==> src/rtl/axil_pkg.sv <==
// Shared AXI-Lite response codes and channel FSM state encodings.
package axil_pkg;

  localparam logic [1:0] AXIL_RESP_OKAY   = 2'b00;
  localparam logic [1:0] AXIL_RESP_SLVERR = 2'b10;
  localparam logic [1:0] AXIL_RESP_DECERR = 2'b11;

  typedef enum logic [1:0] {
    WR_IDLE = 2'd0,
    WR_EXEC = 2'd1,
    WR_RESP = 2'd2
  } wr_state_e;

  typedef enum logic {
    RD_IDLE = 1'b0,
    RD_RESP = 1'b1
  } rd_state_e;

endpackage

==> src/rtl/axil_regfile_array.sv <==
// Register storage with byte-strobe writes, per-register write pulses and an
// index-selected combinational read port.
module axil_regfile_array
  import axil_pkg::*;
#(
  parameter int unsigned   DATA_W   = 32,
  parameter int unsigned   NUM_REGS = 16,
  localparam int unsigned  IDX_W    = $clog2(NUM_REGS),
  localparam int unsigned  STRB_W   = DATA_W / 8
) (
  input  logic                         clk,
  input  logic                         rst_n,
  input  logic                         we_i,
  input  logic [IDX_W-1:0]             idx_i,
  input  logic [DATA_W-1:0]            wdata_i,
  input  logic [STRB_W-1:0]            wstrb_i,
  input  logic [IDX_W-1:0]             rd_idx_i,
  output logic [DATA_W-1:0]            rd_data_c,
  output logic [NUM_REGS*DATA_W-1:0]   reg_q_o,
  output logic [NUM_REGS-1:0]          pulse_o
);

  logic [DATA_W-1:0]   regs_q [NUM_REGS];
  logic [NUM_REGS-1:0] pulse_q;

  always_ff @(posedge clk or negedge rst_n) begin
    if (!rst_n) begin
      for (int unsigned i = 0; i < NUM_REGS; i++) regs_q[i] <= '0;
      pulse_q <= '0;
    end else begin
      pulse_q <= '0;
      if (we_i) begin
        for (int unsigned b = 0; b < STRB_W; b++) begin
          if (wstrb_i[b]) regs_q[idx_i][b*8 +: 8] <= wdata_i[b*8 +: 8];
        end
        if (|wstrb_i) pulse_q[idx_i] <= 1'b1;
      end
    end
  end

  assign rd_data_c = regs_q[rd_idx_i];
  assign pulse_o   = pulse_q;

  for (genvar g = 0; g < NUM_REGS; g++) begin : g_pack
    assign reg_q_o[g*DATA_W +: DATA_W] = regs_q[g];
  end

endmodule

==> src/rtl/axil_slave_regfile.sv <==
// AXI-Lite slave register file: independent write/read channel FSMs over a
// strobe-writable register array. AXIL_REGFILE_STATUS_EN maps the upper half to hw_status.
module axil_slave_regfile
  import axil_pkg::*;
#(
  parameter int unsigned AXI_DATA_WIDTH = 32,
  parameter int unsigned AXI_ADDR_WIDTH = 32,
  parameter int unsigned NUM_REGS       = 16
) (
  input  logic                                aclk,
  input  logic                                aresetn,
`ifdef AXIL_REGFILE_STATUS_EN
  input  logic [(NUM_REGS/2)*AXI_DATA_WIDTH-1:0] hw_status,
`endif
  input  logic [AXI_ADDR_WIDTH-1:0]           s_axil_awaddr,
  input  logic                                s_axil_awvalid,
  output logic                                s_axil_awready,
  input  logic [AXI_DATA_WIDTH-1:0]           s_axil_wdata,
  input  logic [AXI_DATA_WIDTH/8-1:0]         s_axil_wstrb,
  input  logic                                s_axil_wvalid,
  output logic                                s_axil_wready,
  output logic [1:0]                          s_axil_bresp,
  output logic                                s_axil_bvalid,
  input  logic                                s_axil_bready,
  input  logic [AXI_ADDR_WIDTH-1:0]           s_axil_araddr,
  input  logic                                s_axil_arvalid,
  output logic                                s_axil_arready,
  output logic [AXI_DATA_WIDTH-1:0]           s_axil_rdata,
  output logic [1:0]                          s_axil_rresp,
  output logic                                s_axil_rvalid,
  input  logic                                s_axil_rready,
  output logic [NUM_REGS*AXI_DATA_WIDTH-1:0]  reg_q,
  output logic [NUM_REGS-1:0]                 reg_wr_pulse
);

  localparam int unsigned STRB_W   = AXI_DATA_WIDTH / 8;
  localparam int unsigned ADDR_LSB = $clog2(STRB_W);
  localparam int unsigned IDX_W    = $clog2(NUM_REGS);
  localparam int unsigned TOP_LSB  = ADDR_LSB + IDX_W;

  // Address decode: index field plus "no upper bits set" range check
  logic             aw_in_range_c, ar_in_range_c;
  logic [IDX_W-1:0] aw_idx_c, ar_idx_c;
  logic             unused_addr_lsbs;

  assign aw_idx_c      = s_axil_awaddr[ADDR_LSB +: IDX_W];
  assign ar_idx_c      = s_axil_araddr[ADDR_LSB +: IDX_W];
  assign aw_in_range_c = (s_axil_awaddr[AXI_ADDR_WIDTH-1:TOP_LSB] == '0);
  assign ar_in_range_c = (s_axil_araddr[AXI_ADDR_WIDTH-1:TOP_LSB] == '0);
  assign unused_addr_lsbs = ^{s_axil_awaddr[ADDR_LSB-1:0], s_axil_araddr[ADDR_LSB-1:0]};

  // Write channel state
  wr_state_e           wr_state_q, wr_state_d;
  logic                aw_held_q, aw_held_d, w_held_q, w_held_d;
  logic [IDX_W-1:0]    aw_idx_q, aw_idx_d;
  logic                aw_ok_q, aw_ok_d;
  logic [AXI_DATA_WIDTH-1:0] wdata_q, wdata_d;
  logic [STRB_W-1:0]   wstrb_q, wstrb_d;
  logic                awready_q, awready_d, wready_q, wready_d;
  logic                bvalid_q, bvalid_d;
  logic [1:0]          bresp_q, bresp_d;
  logic                wr_commit_c, wr_writable_c;
  logic [1:0]          wr_resp_c;

  // Read channel state
  rd_state_e           rd_state_q, rd_state_d;
  logic                arready_q, arready_d, rvalid_q, rvalid_d;
  logic [AXI_DATA_WIDTH-1:0] rdata_q, rdata_d, arr_rd_data_c, rd_word_c;
  logic [1:0]          rresp_q, rresp_d;

  always_comb begin
    wr_writable_c = aw_ok_q;
    wr_resp_c     = aw_ok_q ? AXIL_RESP_OKAY : AXIL_RESP_DECERR;
`ifdef AXIL_REGFILE_STATUS_EN
    if (aw_ok_q && aw_idx_q[IDX_W-1]) begin
      wr_writable_c = 1'b0;
      wr_resp_c     = AXIL_RESP_SLVERR;
    end
`endif
  end

  always_comb begin
    wr_state_d  = wr_state_q;
    aw_held_d   = aw_held_q;
    w_held_d    = w_held_q;
    aw_idx_d    = aw_idx_q;
    aw_ok_d     = aw_ok_q;
    wdata_d     = wdata_q;
    wstrb_d     = wstrb_q;
    awready_d   = 1'b0;
    wready_d    = 1'b0;
    bvalid_d    = bvalid_q;
    bresp_d     = bresp_q;
    wr_commit_c = 1'b0;
    case (wr_state_q)
      WR_IDLE: begin
        if (s_axil_awvalid && awready_q) begin
          aw_held_d = 1'b1;
          aw_idx_d  = aw_idx_c;
          aw_ok_d   = aw_in_range_c;
        end
        if (s_axil_wvalid && wready_q) begin
          w_held_d = 1'b1;
          wdata_d  = s_axil_wdata;
          wstrb_d  = s_axil_wstrb;
        end
        if (aw_held_d && w_held_d) begin
          wr_state_d = WR_EXEC;
        end else begin
          awready_d = !aw_held_d;
          wready_d  = !w_held_d;
        end
      end
      WR_EXEC: begin
        wr_commit_c = 1'b1;
        bvalid_d    = 1'b1;
        bresp_d     = wr_resp_c;
        wr_state_d  = WR_RESP;
      end
      WR_RESP: begin
        if (s_axil_bready) begin
          bvalid_d   = 1'b0;
          aw_held_d  = 1'b0;
          w_held_d   = 1'b0;
          awready_d  = 1'b1;
          wready_d   = 1'b1;
          wr_state_d = WR_IDLE;
        end
      end
      default: wr_state_d = WR_IDLE;
    endcase
  end

  always_ff @(posedge aclk or negedge aresetn) begin
    if (!aresetn) begin
      wr_state_q <= WR_IDLE;
      aw_held_q  <= 1'b0;
      w_held_q   <= 1'b0;
      aw_idx_q   <= '0;
      aw_ok_q    <= 1'b0;
      wdata_q    <= '0;
      wstrb_q    <= '0;
      awready_q  <= 1'b0;
      wready_q   <= 1'b0;
      bvalid_q   <= 1'b0;
      bresp_q    <= AXIL_RESP_OKAY;
    end else begin
      wr_state_q <= wr_state_d;
      aw_held_q  <= aw_held_d;
      w_held_q   <= w_held_d;
      aw_idx_q   <= aw_idx_d;
      aw_ok_q    <= aw_ok_d;
      wdata_q    <= wdata_d;
      wstrb_q    <= wstrb_d;
      awready_q  <= awready_d;
      wready_q   <= wready_d;
      bvalid_q   <= bvalid_d;
      bresp_q    <= bresp_d;
    end
  end

  // Read source: storage, or live status words for the upper half when enabled
`ifdef AXIL_REGFILE_STATUS_EN
  logic [IDX_W-1:0] status_off_c;
  assign status_off_c = ar_idx_c - IDX_W'(NUM_REGS / 2);
`endif

  always_comb begin
    rd_word_c = arr_rd_data_c;
`ifdef AXIL_REGFILE_STATUS_EN
    if (ar_idx_c[IDX_W-1])
      rd_word_c = hw_status[status_off_c*AXI_DATA_WIDTH +: AXI_DATA_WIDTH];
`endif
  end

  always_comb begin
    rd_state_d = rd_state_q;
    arready_d  = 1'b0;
    rvalid_d   = rvalid_q;
    rdata_d    = rdata_q;
    rresp_d    = rresp_q;
    case (rd_state_q)
      RD_IDLE: begin
        if (s_axil_arvalid && arready_q) begin
          rvalid_d   = 1'b1;
          rdata_d    = ar_in_range_c ? rd_word_c : '0;
          rresp_d    = ar_in_range_c ? AXIL_RESP_OKAY : AXIL_RESP_DECERR;
          rd_state_d = RD_RESP;
        end else begin
          arready_d = 1'b1;
        end
      end
      RD_RESP: begin
        if (s_axil_rready) begin
          rvalid_d   = 1'b0;
          arready_d  = 1'b1;
          rd_state_d = RD_IDLE;
        end
      end
      default: rd_state_d = RD_IDLE;
    endcase
  end

  always_ff @(posedge aclk or negedge aresetn) begin
    if (!aresetn) begin
      rd_state_q <= RD_IDLE;
      arready_q  <= 1'b0;
      rvalid_q   <= 1'b0;
      rdata_q    <= '0;
      rresp_q    <= AXIL_RESP_OKAY;
    end else begin
      rd_state_q <= rd_state_d;
      arready_q  <= arready_d;
      rvalid_q   <= rvalid_d;
      rdata_q    <= rdata_d;
      rresp_q    <= rresp_d;
    end
  end

  axil_regfile_array #(
    .DATA_W   (AXI_DATA_WIDTH),
    .NUM_REGS (NUM_REGS)
  ) u_array (
    .clk       (aclk),
    .rst_n     (aresetn),
    .we_i      (wr_commit_c && wr_writable_c),
    .idx_i     (aw_idx_q),
    .wdata_i   (wdata_q),
    .wstrb_i   (wstrb_q),
    .rd_idx_i  (ar_idx_c),
    .rd_data_c (arr_rd_data_c),
    .reg_q_o   (reg_q),
    .pulse_o   (reg_wr_pulse)
  );

  assign s_axil_awready = awready_q;
  assign s_axil_wready  = wready_q;
  assign s_axil_bvalid  = bvalid_q;
  assign s_axil_bresp   = bresp_q;
  assign s_axil_arready = arready_q;
  assign s_axil_rvalid  = rvalid_q;
  assign s_axil_rdata   = rdata_q;
  assign s_axil_rresp   = rresp_q;

endmodule

==> config.mk <==
export PLATFORM = sky130hd
export DESIGN_NAME = axil_slave_regfile
export DESIGN_NICKNAME = d
export VERILOG_FILES = /design/src/rtl/axil_pkg.sv /design/src/rtl/axil_regfile_array.sv /design/src/rtl/axil_slave_regfile.sv
export SDC_FILE = /design/constraint.sdc
export NUM_CORES = 1
export LEC_CHECK = 0
export BUFFER_PORTS_ARGS = -buffer_cell sky130_fd_sc_hd__buf_4
export CAP_MARGIN = 20
export CELL_PAD_IN_SITES_DETAIL_PLACEMENT = 1
export CELL_PAD_IN_SITES_GLOBAL_PLACEMENT = 2
export CORE_MARGIN = 2
export CORE_UTILIZATION = 33
export CTS_CLUSTER_DIAMETER = 30
export CTS_CLUSTER_SIZE = 12
export DETAILED_ROUTE_END_ITERATION = 10
export GPL_ROUTABILITY_DRIVEN = 0
export GPL_TIMING_DRIVEN = 0
export PLACE_DENSITY_LB_ADDON = 0.1
export SLEW_MARGIN = 20
export SYNTH_ARGS = -nofsm -noshare
export SYNTH_HDL_FRONTEND = slang
export SYNTH_SLANG_ARGS = --single-unit
==> constraint.sdc <==
create_clock -name aclk -period 1.95 [get_ports aclk]
set_clock_uncertainty 0.1 [all_clocks]
set_input_delay 0.195 -clock aclk [delete_from_list [all_inputs] [get_ports aclk]]
set_output_delay 0.195 -clock aclk [all_outputs]
set_load 0.1 [all_outputs]
; ---- Word level (Yosys, flattened, before mapping)
; Index checks and enable logic that the tools add are counted.
[word_totals]
reg_bits = 615
inputBits = 107
out_inout_bits = 569
elab_cells = 124
[classes]
order_cmp = 5
eq_ne = 6
n_mux = 55
bitwise = 3
n_reduce_logical = 22
[ops]
columns = op, n
row1 = $mux 512, 7
row2 = $bwmux 512, 4
row3 = $demux 32 s4, 4
row4 = $bmux 32 s4, 1
row5 = $mux 32, 4
row6 = $logic_not 26->1, 2
row7 = $mux 16, 3
row8 = $mux 24, 1
row9 = $mux 1, 16
row10 = $pmux 1 s2, 8
row11 = $reduce_and 2->1, 7
row12 = $ge 5x5->1 const B, 2
row13 = $not 4->5, 2
row14 = $mux 2, 4
row15 = $mux 8, 1
row16 = $ne 2x2->1 const B, 4
row17 = $logic_and 1x1->1, 7
row18 = $pmux 2 s3, 1
row19 = $lt 4x5->1 const B, 1
row20 = $lt 5x1->1 const B, 1
row21 = $demux 1 s4, 1
row22 = $ge 4x1->1 const B, 1
row23 = $reduce_bool 2->1, 2
row24 = $reduce_or 4->1, 1
row25 = other kinds (5), 6

; ---- Longest topological paths before layout
; Gate-level depths: netlist of run 1.
[depth]
word_depth = 16
depth_mapped = 7
depth_no_buf = 4

; ---- Modules after synthesis
; Synthesis of run 1 repeated with hierarchy kept, for this count alone.
[unflattened]
hier_cells = 1778
hier_area_um2 = 27662.8
[by_module_without_submodules]
columns = module, instances, cells_per_inst, area_each_um2, seq_area_each_um2
row1 = axil_regfile_array, 1, 1476, 23877.9, 13212.7
row2 = axil_slave_regfile, 1, 302, 3784.9, 2127.0

; ---- Least setup slack after synthesis of run 1
; OpenSTA, ideal clock, no wires.
[synth_path]
path_type = register -> register
startpoint = reg wready_q (netlist: s_axil_wready)
endpoint = reg wdata_q[10]
setup_ps = 125
arrival_time_ps = 2115
required_ps = 1725
setup_slack_ps = -390
stages_incl_launch_ff = 5
synth_period_minus_slack_ps = 2340
cell_sequence = dfrtp_1 nand2_1 nor3_2 buf_2 mux2_2
[synth_via]
elab_chain_cells = 2
[synth_rtl]
columns = element, line
row1 = from (decl), axil_slave_regfile.sv:59  ; logic awready_q, awready_d, wready_q, wready_d;
row2 = from (signal assigned), axil_slave_regfile.sv:156  ; wready_q <= wready_d;
row3 = $logic_and 1x1->1, axil_slave_regfile.sv:102  ; if (s_axil_wvalid && wready_q) begin
row4 = $reduce_and 2->1 (no source line), --
row5 = to (signal assigned), axil_slave_regfile.sv:153  ; wdata_q <= wdata_d;
row6 = to (decl), axil_slave_regfile.sv:57  ; logic [AXI_DATA_WIDTH-1:0] wdata_q, wdata_d;
; No other way between the ends.
; A chain may end at the register's enable or synchronous reset.

; ---- Final worst setup path of run 1
[layout_path]
startpoint = reg aw_ok_q
endpoint = reg u_array.regs_q (netlist bit u_array.reg_q_o[16])
[layout_via]
elab_chain_cells = 1
[layout_rtl]
columns = element, line
row1 = from (decl), axil_slave_regfile.sv:56  ; logic aw_ok_q, aw_ok_d;
row2 = from (signal assigned), axil_slave_regfile.sv:152  ; aw_ok_q <= aw_ok_d;
row3 = $logic_and 1x1->1, axil_slave_regfile.sv:226  ; .we_i (wr_commit_c && wr_writable_c),
row4 = "to (signal, indexed assignment)", axil_regfile_array.sv:34  ; if (wstrb_i[b]) regs_q[idx_i][b*8 +: 8] <= wdata_i[b*8 +: 8];
row5 = to (decl), axil_regfile_array.sv:23  ; logic [DATA_W-1:0] regs_q [NUM_REGS];
; No other way between the ends.

==> results of run 1 <==
critical path, stage by stage (launching register included):
cell     delay [ps]
dfrtp_1         370
and3b_1         190
buf_4           180
and2_2          240
buf_12          180
nand2_4         180
mux2_2          360
layout make-up:
cell class	instances	area share, %
well taps	1060	3.17
clock buffers	228	11.3
multi-input cells	977	28.1
inverters	3	0.0269
flip-flops and latches	613	37.0
plain buffers	95	1.33
diodes	1	0.00599
repair buffers	812	16.1
clock inverters	82	2.99
sequential cells by signal, summed over array words and instances (netlist names), 2 cells and up:
name	flops
aw_idx_q	4
u_array.reg_q_o	512
wdata_q	32
u_array.pulse_o	16
wr_state_q	2
wstrb_q	4
s_axil_rdata	32
worst max path at each step:
stage                     slack (ps)                   end
after global placement         -7530         s_axil_wready
after detailed placement        -950      s_axil_rdata[11]
after global routing             -40  u_array.reg_q_o[293]
after CTS                        -20  u_array.reg_q_o[176]
after floorplan                  0.7  u_array.reg_q_o[417]
final                           -0.2   u_array.reg_q_o[16]
through the flow:
step                      power [uW]  instances  worst slack (ps)  utilization, %  hold WS, ps
after global placement         19000       3422             -7530            41.4          279
after detailed placement       19200       3430              -951            41.7         96.0
final                          49000       3871            -0.176            51.8         -687
after CTS                      49300       3864             -22.1            51.5         -708
after global routing           50600       3871             -38.5            51.8         -684
after floorplan                16800       1694             0.663               -         -201
power groups by stage:
stage	Sequential (uW)	Combinational (uW)	Clock (uW)
2_1_floorplan	14400	2410	0
3_5_place_dp	14400	4720	0
4_1_cts	14300	5790	29200
3_3_place_gp	14400	4560	0
5_1_grt	14400	6300	29900
6_report	14300	5890	28800
logic make-up (layout without fill, tap and decap cells):
| kind of cell | count (synthesis) | after routing |
|---|---|---|
| AO/OA/AOI/OAI | 108 | 108 |
| buffers and inverters | 104 | 1220 |
| flip-flops | 613 | 613 |
| multiplexers | 682 | 682 |
| other | 0 | 1 |
| AND/OR/NAND/NOR | 187 | 187 |
metal layers:
metal,vias to the layer above,global-route usage (%)
li1,8412,-
met1,10800,33.0
met2,631,47.0
met3,189,8.34
met4,2,10.5
met5,-,0
cells in the final DEF (no fill, tap or decap), drive strengths merged, types with 26 or more instances in the layout:
cell,Yosys,layout
nor2,38,38
dfrtp,613,613
clkbuf,58,285
mux4,128,128
a22o,31,31
clkinv,0,41
buf,43,784
mux2,553,553
nand2,85,85
dlygate4sd3,0,63
a22oi,62,62
bufinv,0,26
timing repair:
action	CTS	global route
setup endpoints to repair	588	329
pin swaps	30	8
gates resized for setup	130	42
endpoints found under the hold margin	306	242
setup buffers	63	6
gates cloned	0	2
==> metrics, run 1 <==
Tot GR Track Use 27.7%; top-count cell post-synth dfrtp_1; Highest Signal Layer met5; layout cells sized above 1 68.9%; peak supply drop 0.000838 V; P_int 35600 uW; die height 290 um; DR WL/cell 30.1 um; GRT overflow 0; worst r2r src aw_ok_q; kind of critical path register to register; Core Area 80700 um^2; clock network fraction of total power 58.8%; Req. time, crit path 2480 ps; Final Max Tran Viols 0; Fin Hold WS -687 ps; most instantiated cells after synthesis dfrtp_1 (613), mux2_2 (528), mux4_2 (128), a22oi_1 (62), clkbuf_1 (58); initial antenna violation count 2; nets@finish 2775; fillcell total 7859; final setup TNS -0.176 ps; Post-Synth Simple-Gate Area 4.32%; Reg power frac 29.2%; Reg area 15500 um^2; CTS Buf Count 166; # DRC 0; worst-path fanout max 10; Slew @ Worst Pin 1190 ps; via count 20000; num ports 676; logic gate share of total power 12.0%; area of the multi-input gates 11700 um^2; Crit Reg-Reg Endpoint u_array.reg_q_o[16]; Max Fclk 513 MHz; TritonRoute pass-1 iters 4; Post-Synthesis Cell Area 26900 um^2; Reg2Reg Depth 6; H-tree depth 4; Yosys top cell area share 57.0%; Tmin final 1950 ps; switch share 27.2%; Reg2Reg Setup Slack -0.2 ps; DP Wirelength 83100 um; post-synthesis xor/xnor area fraction 0%; routed wire length 116000 um; Max Cap Violations 0; Yosys top cell by area dfrtp_1; post-route ant nets 0; Final Cell Area 41800 um^2; FFs w/ async S/R, synth 100%; FP Rows 104; setup violators final 1; Mapped Cells 1694; min setup slack post-route -0.176 ps; Root Driver clkbuf_16; met1 WL 46300 um; initial DRC count 783; Die Width 290 um; DR WL met2 59100 um; top post-synthesis cells by area dfrtp_1 (57%), mux2_2 (22%), mux4_2 (11%), a22oi_1 (1.7%), mux2_1 (1.0%); Synth Warn # 0; Starting Density 33.4%; hold crit path type input pin to asynchronous set/reset pin; Area growth syn-to-layout 55.2%; post-DR vias/cell 5.17; crit end category register; clk sinks 613; violated checks hold timing, setup timing; mux cell area share after synthesis 33.9%; Post-synth top flop dfrtp_1; Fin. Hold Viols 242; clk slew on worst S/H paths 40 ps; synthesis-stage register bit count 613; Mean Syn Cell Area 15.9 um^2; pwr dens 1170 nW/um^2; hold_buf cts 65; IO Port Bufs 668; Compound-Gate Fraction of Synth Area 3.08%; Lkg Pwr 0.0211 uW; Max-slew headroom 20.7%; Distinct cells, synth 39; Longest Clk Path Bufs 3; largest family of logic cells by synthesized area multiplexers; clock latency on the worst-skew pair 760 ps; Final period util 100%; Die ar. 83900 um^2; area post-placement 33600 um^2; wire length on met3 7380 um; sequential share of the synthesized area 57.0%; largest net degree at the start of global routing 92; vias in the first global route 22500; first-pass GRT wire length 165000 um; crit path DAT 2480 ps; Synth Area in Adders 0%; TritonCTS clock tree yes; CP startpoint aw_ok_q; status finished with violations; EDFF count, synth 0; unrepaired setup endpoints after global routing true; crit start category register; Sw Pwr 13300 uW; syn nets 1801
Note: power is estimated with default switching activity, not from simulation.
==> run 2, diff against run 1 <==
--- a/config.mk
+++ b/config.mk
@@ -5,12 +5,13 @@
 export SDC_FILE = /design/constraint.sdc
 export NUM_CORES = 1
 export LEC_CHECK = 0
+export ABC_AREA = 1
 export BUFFER_PORTS_ARGS = -buffer_cell sky130_fd_sc_hd__buf_4
 export CAP_MARGIN = 20
 export CELL_PAD_IN_SITES_DETAIL_PLACEMENT = 1
 export CELL_PAD_IN_SITES_GLOBAL_PLACEMENT = 2
 export CORE_MARGIN = 2
-export CORE_UTILIZATION = 33
+export CORE_UTILIZATION = 28
 export CTS_CLUSTER_DIAMETER = 30
 export CTS_CLUSTER_SIZE = 12
 export DETAILED_ROUTE_END_ITERATION = 10
==> metrics, run 2 <==
critical path capture point u_array.reg_q_o[222] (was u_array.reg_q_o[16]); Top delay family on crit path simple AND/OR/NAND/NOR gates (unchanged); worst r2r src wr_state_q[1] (was aw_ok_q); crit end category register (unchanged); crit start category register (unchanged); vias in the first global route 29300 (was 22500); Core Area 98600 um^2 (was 80700 um^2); Mean Syn Cell Area 8.63 um^2 (was 15.9 um^2); pre-CTS setup slack -866 ps (was -951 ps); Yosys top cell by area dfrtp_1 (unchanged); Slew @ Worst Pin 1200 ps (was 1190 ps); TritonRoute pass-1 iters 5 (was 4); synthesis-stage register bit count 613 (unchanged); num ports 676 (unchanged); clk slew on worst S/H paths 50 ps (was 40 ps); Post-Synthesis Cell Area 27900 um^2 (was 26900 um^2); TritonCTS clock tree yes (unchanged); IO Port Bufs 669 (was 668); syn nets 3345 (was 1801); Max Cap Violations 0 (unchanged); pwr dens 1190 nW/um^2 (was 1170 nW/um^2); wire length on met3 10900 um (was 7380 um); die height 320 um (was 290 um); hold crit path type input pin to asynchronous set/reset pin (unchanged); EDFF count, synth 0 (unchanged); clock latency on the worst-skew pair 770 ps (was 760 ps); # DRC 0 (unchanged); Req. time, crit path 2470 ps (was 2480 ps); CTS Buf Count 179 (was 166); post-route ant nets 0 (unchanged); Crit Reg-Reg Endpoint u_array.reg_q_o[222] (was u_array.reg_q_o[16]); Highest Signal Layer met5 (unchanged); largest net degree at the start of global routing 88 (was 92); Die ar. 102000 um^2 (was 83900 um^2); commonest cells after routing, fill and taps aside nand2_1 (1083), buf_4 (703), dfrtp_1 (611), nand3_1 (483), o21ai_1 (279) (was buf_4 (725), mux2_2 (521), dfrtp_1 (510), clkbuf_16 (169), mux4_2 (128)); met1 WL 69100 um (was 46300 um); violated checks hold timing, setup timing (unchanged); Synth Warn # 0 (unchanged); CP Depth 9 (was 6); Distinct cells, synth 29 (was 39); crit path DAT 2470 ps (was 2480 ps); min setup slack post-route -6.41 ps (was -0.176 ps); Max Fclk 511 MHz (was 513 MHz); cell at the slowest stage of the critical path dfrtp_1 (unchanged); most instantiated cells after synthesis nand2_1 (1128), dfrtp_1 (613), nand3_1 (483), o21ai_1 (281), o21ai_0 (142) (was dfrtp_1 (613), mux2_2 (528), mux4_2 (128), a22oi_1 (62), clkbuf_1 (58)); initial antenna violation count 4 (was 2); Fin Hold WS -99.8 ps (was -687 ps); nets@finish 4337 (was 2775); final setup TNS -6.41 ps (was -0.176 ps); fillcell total 11200 (was 7859); final core utilization 44.3% (was 51.8%); Reg2Reg Setup Slack -6 ps (was -0.2 ps); setup violators final 1 (unchanged); unrepaired setup endpoints after global routing true (unchanged); DP Wirelength 121000 um (was 83100 um); Final Max Tran Viols 0 (unchanged); max reg flops 512 (unchanged); routed wire length 164000 um (was 116000 um); status finished with violations (unchanged); worst-path fanout max 10 (unchanged); kind of critical path register to register (unchanged); via count 28700 (was 20000); Max-slew headroom 19.8% (was 20.7%); H-tree depth 4 (unchanged); Fin. Hold Viols 161 (was 242); Post-synth top flop dfrtp_1 (unchanged); Die Width 320 um (was 290 um); peak supply drop 0.000701 V (was 0.000838 V); commonest non-fill, non-tap cell in the layout nand2_1 (was buf_4); Final period util 100% (about the same); Longest Clk Path Bufs 3 (unchanged); worst path buffer plus inverter count 3 (was 2); CP Cell Sequence nor2_4 -> nand2_8 -> nor2_8 -> buf_12 -> clkbuf_16 -> nand2_4 -> buf_6 -> nand2_1 -> o21ai_1 (was and3b_1 -> buf_4 -> and2_2 -> buf_12 -> nand2_4 -> mux2_2); CP max stage delay 420 ps (was 370 ps); post-DR vias/cell 5.07 (was 5.17); top post-synthesis cells by area dfrtp_1 (55%), nand2_1 (15%), nand3_1 (8.7%), o21ai_1 (5.0%), o21ai_2 (3.1%) (was dfrtp_1 (57%), mux2_2 (22%), mux4_2 (11%), a22oi_1 (1.7%), mux2_1 (1.0%)); initial DRC count 2073 (was 783); first-pass GRT wire length 228000 um (was 165000 um); Mapped Cells 3238 (was 1694); Reg2Reg Depth 9 (was 6); Tmin final 1960 ps (was 1950 ps); layout cells sized above 1 32.4% (was 68.9%); Yosys top cell area share 54.9% (was 57.0%); Root Driver clkbuf_16 (unchanged); top-count cell post-synth nand2_1 (was dfrtp_1); FFs w/ async S/R, synth 100% (unchanged); Starting Density 28.3% (was 33.4%); Lkg Pwr 0.0211 uW (about the same); sequential share of the synthesized area 54.9% (was 57.0%); GRT overflow 0 (unchanged); FP Rows 115 (was 104); Area growth syn-to-layout 56.3% (was 55.2%); DR WL met2 78300 um (was 59100 um); CP startpoint wr_state_q[1] (was aw_ok_q); clk sinks 613 (unchanged); DR WL/cell 29.1 um (was 30.1 um); Tot GR Track Use 31.5% (was 27.7%)
[run 2: cell types whose count changed after synthesis, sizes merged, moves of 11 or more]
cell / change
inv: +57
a21oi: +31
clkbuf: +31
buf: +91
mux2: -553
nand2: +1089
o21ai: +519
nor4: -14
a22oi: -61
nand3: +481
nor2: +60
a22o: -31
nor2b: -11
mux4: -128
[run 2: report_power, final]
group	internal (uW)	switching, uW
combinational	1740	6490
sequential	13200	225
clock	21400	8830
total	36400	15500
[run 2: logic make-up (layout without fill, tap and decap cells)]
logic type / count (synthesis) / after routing / synth area share (%)
buf+inv: 283 / 1415 / 5.65
other cells: 0 / 2 / 0
compound gates: 563 / 563 / 11.5
flops: 613 / 613 / 54.9
simple gates: 1779 / 1781 / 28.0
[run 2: what timing repair did]
| item | CTS | global route |
|---|---|---|
| hold buffers | 65 | 8 |
| buffers inserted | 39 | 23 |
| endpoints found under the hold margin | 309 | 109 |
| pin swaps | 19 | 16 |
| endpoints found under the setup margin | 524 | 268 |
| gates cloned | 1 | 13 |
| gates resized for setup | 38 | 178 |
[run 2: final cells by class]
class | count | area, um^2 | share of cell area [%]
Buffer | 207 | 1460 | 3.34
Sequential cell | 613 | 15300 | 35.1
Tap cell | 1287 | 1610 | 3.69
Clock inverter | 67 | 975 | 2.23
Timing Repair Buffer | 825 | 7210 | 16.5
Clock buffer | 256 | 5310 | 12.2
Antenna cell | 2 | 5.00 | 0.0115
Multi-Input combinational cell | 2344 | 11500 | 26.4
Inverter | 60 | 236 | 0.542
[run 2: metal layers]
metal,GRT usage [%],up-vias
li1,-,12800
met1,40.4,14700
met2,51.3,985
met3,7.81,273
met4,12.0,2
met5,0,-
[run 2: through the flow]
stage / hold WS [ps] / cells / cell area, um^2 / power, uW
6_report: -99.8 / 5661 / 43700 / 51900
3_5_place_dp: 1.34 / 5204 / 34800 / 20700
5_1_grt: -76.0 / 5660 / 43700 / 53300
2_1_floorplan: -201 / 3238 / 27900 / 16900
4_1_cts: -110 / 5629 / 42500 / 51700
3_3_place_gp: 292 / 5194 / 34600 / 20600
[run 2: worst register-to-register path, cell delays in order (launching register included)]
cell,delay (ps)
dfrtp_1,420
nor2_4,200
nand2_8,160
nor2_8,250
buf_12,140
clkbuf_16,180
nand2_4,100
buf_6,150
nand2_1,60
o21ai_1,60
[run 2: worst min path at each step]
stage                           endpoint  cells past startpoint
floorplan                      aw_held_q                      0
CTS                 u_array.reg_q_o[202]                      8
global placement           wr_state_q[1]                      2
global route        u_array.reg_q_o[202]                      8
detailed placement  u_array.reg_q_o[232]                      1
finish                       wdata_q[10]                      8
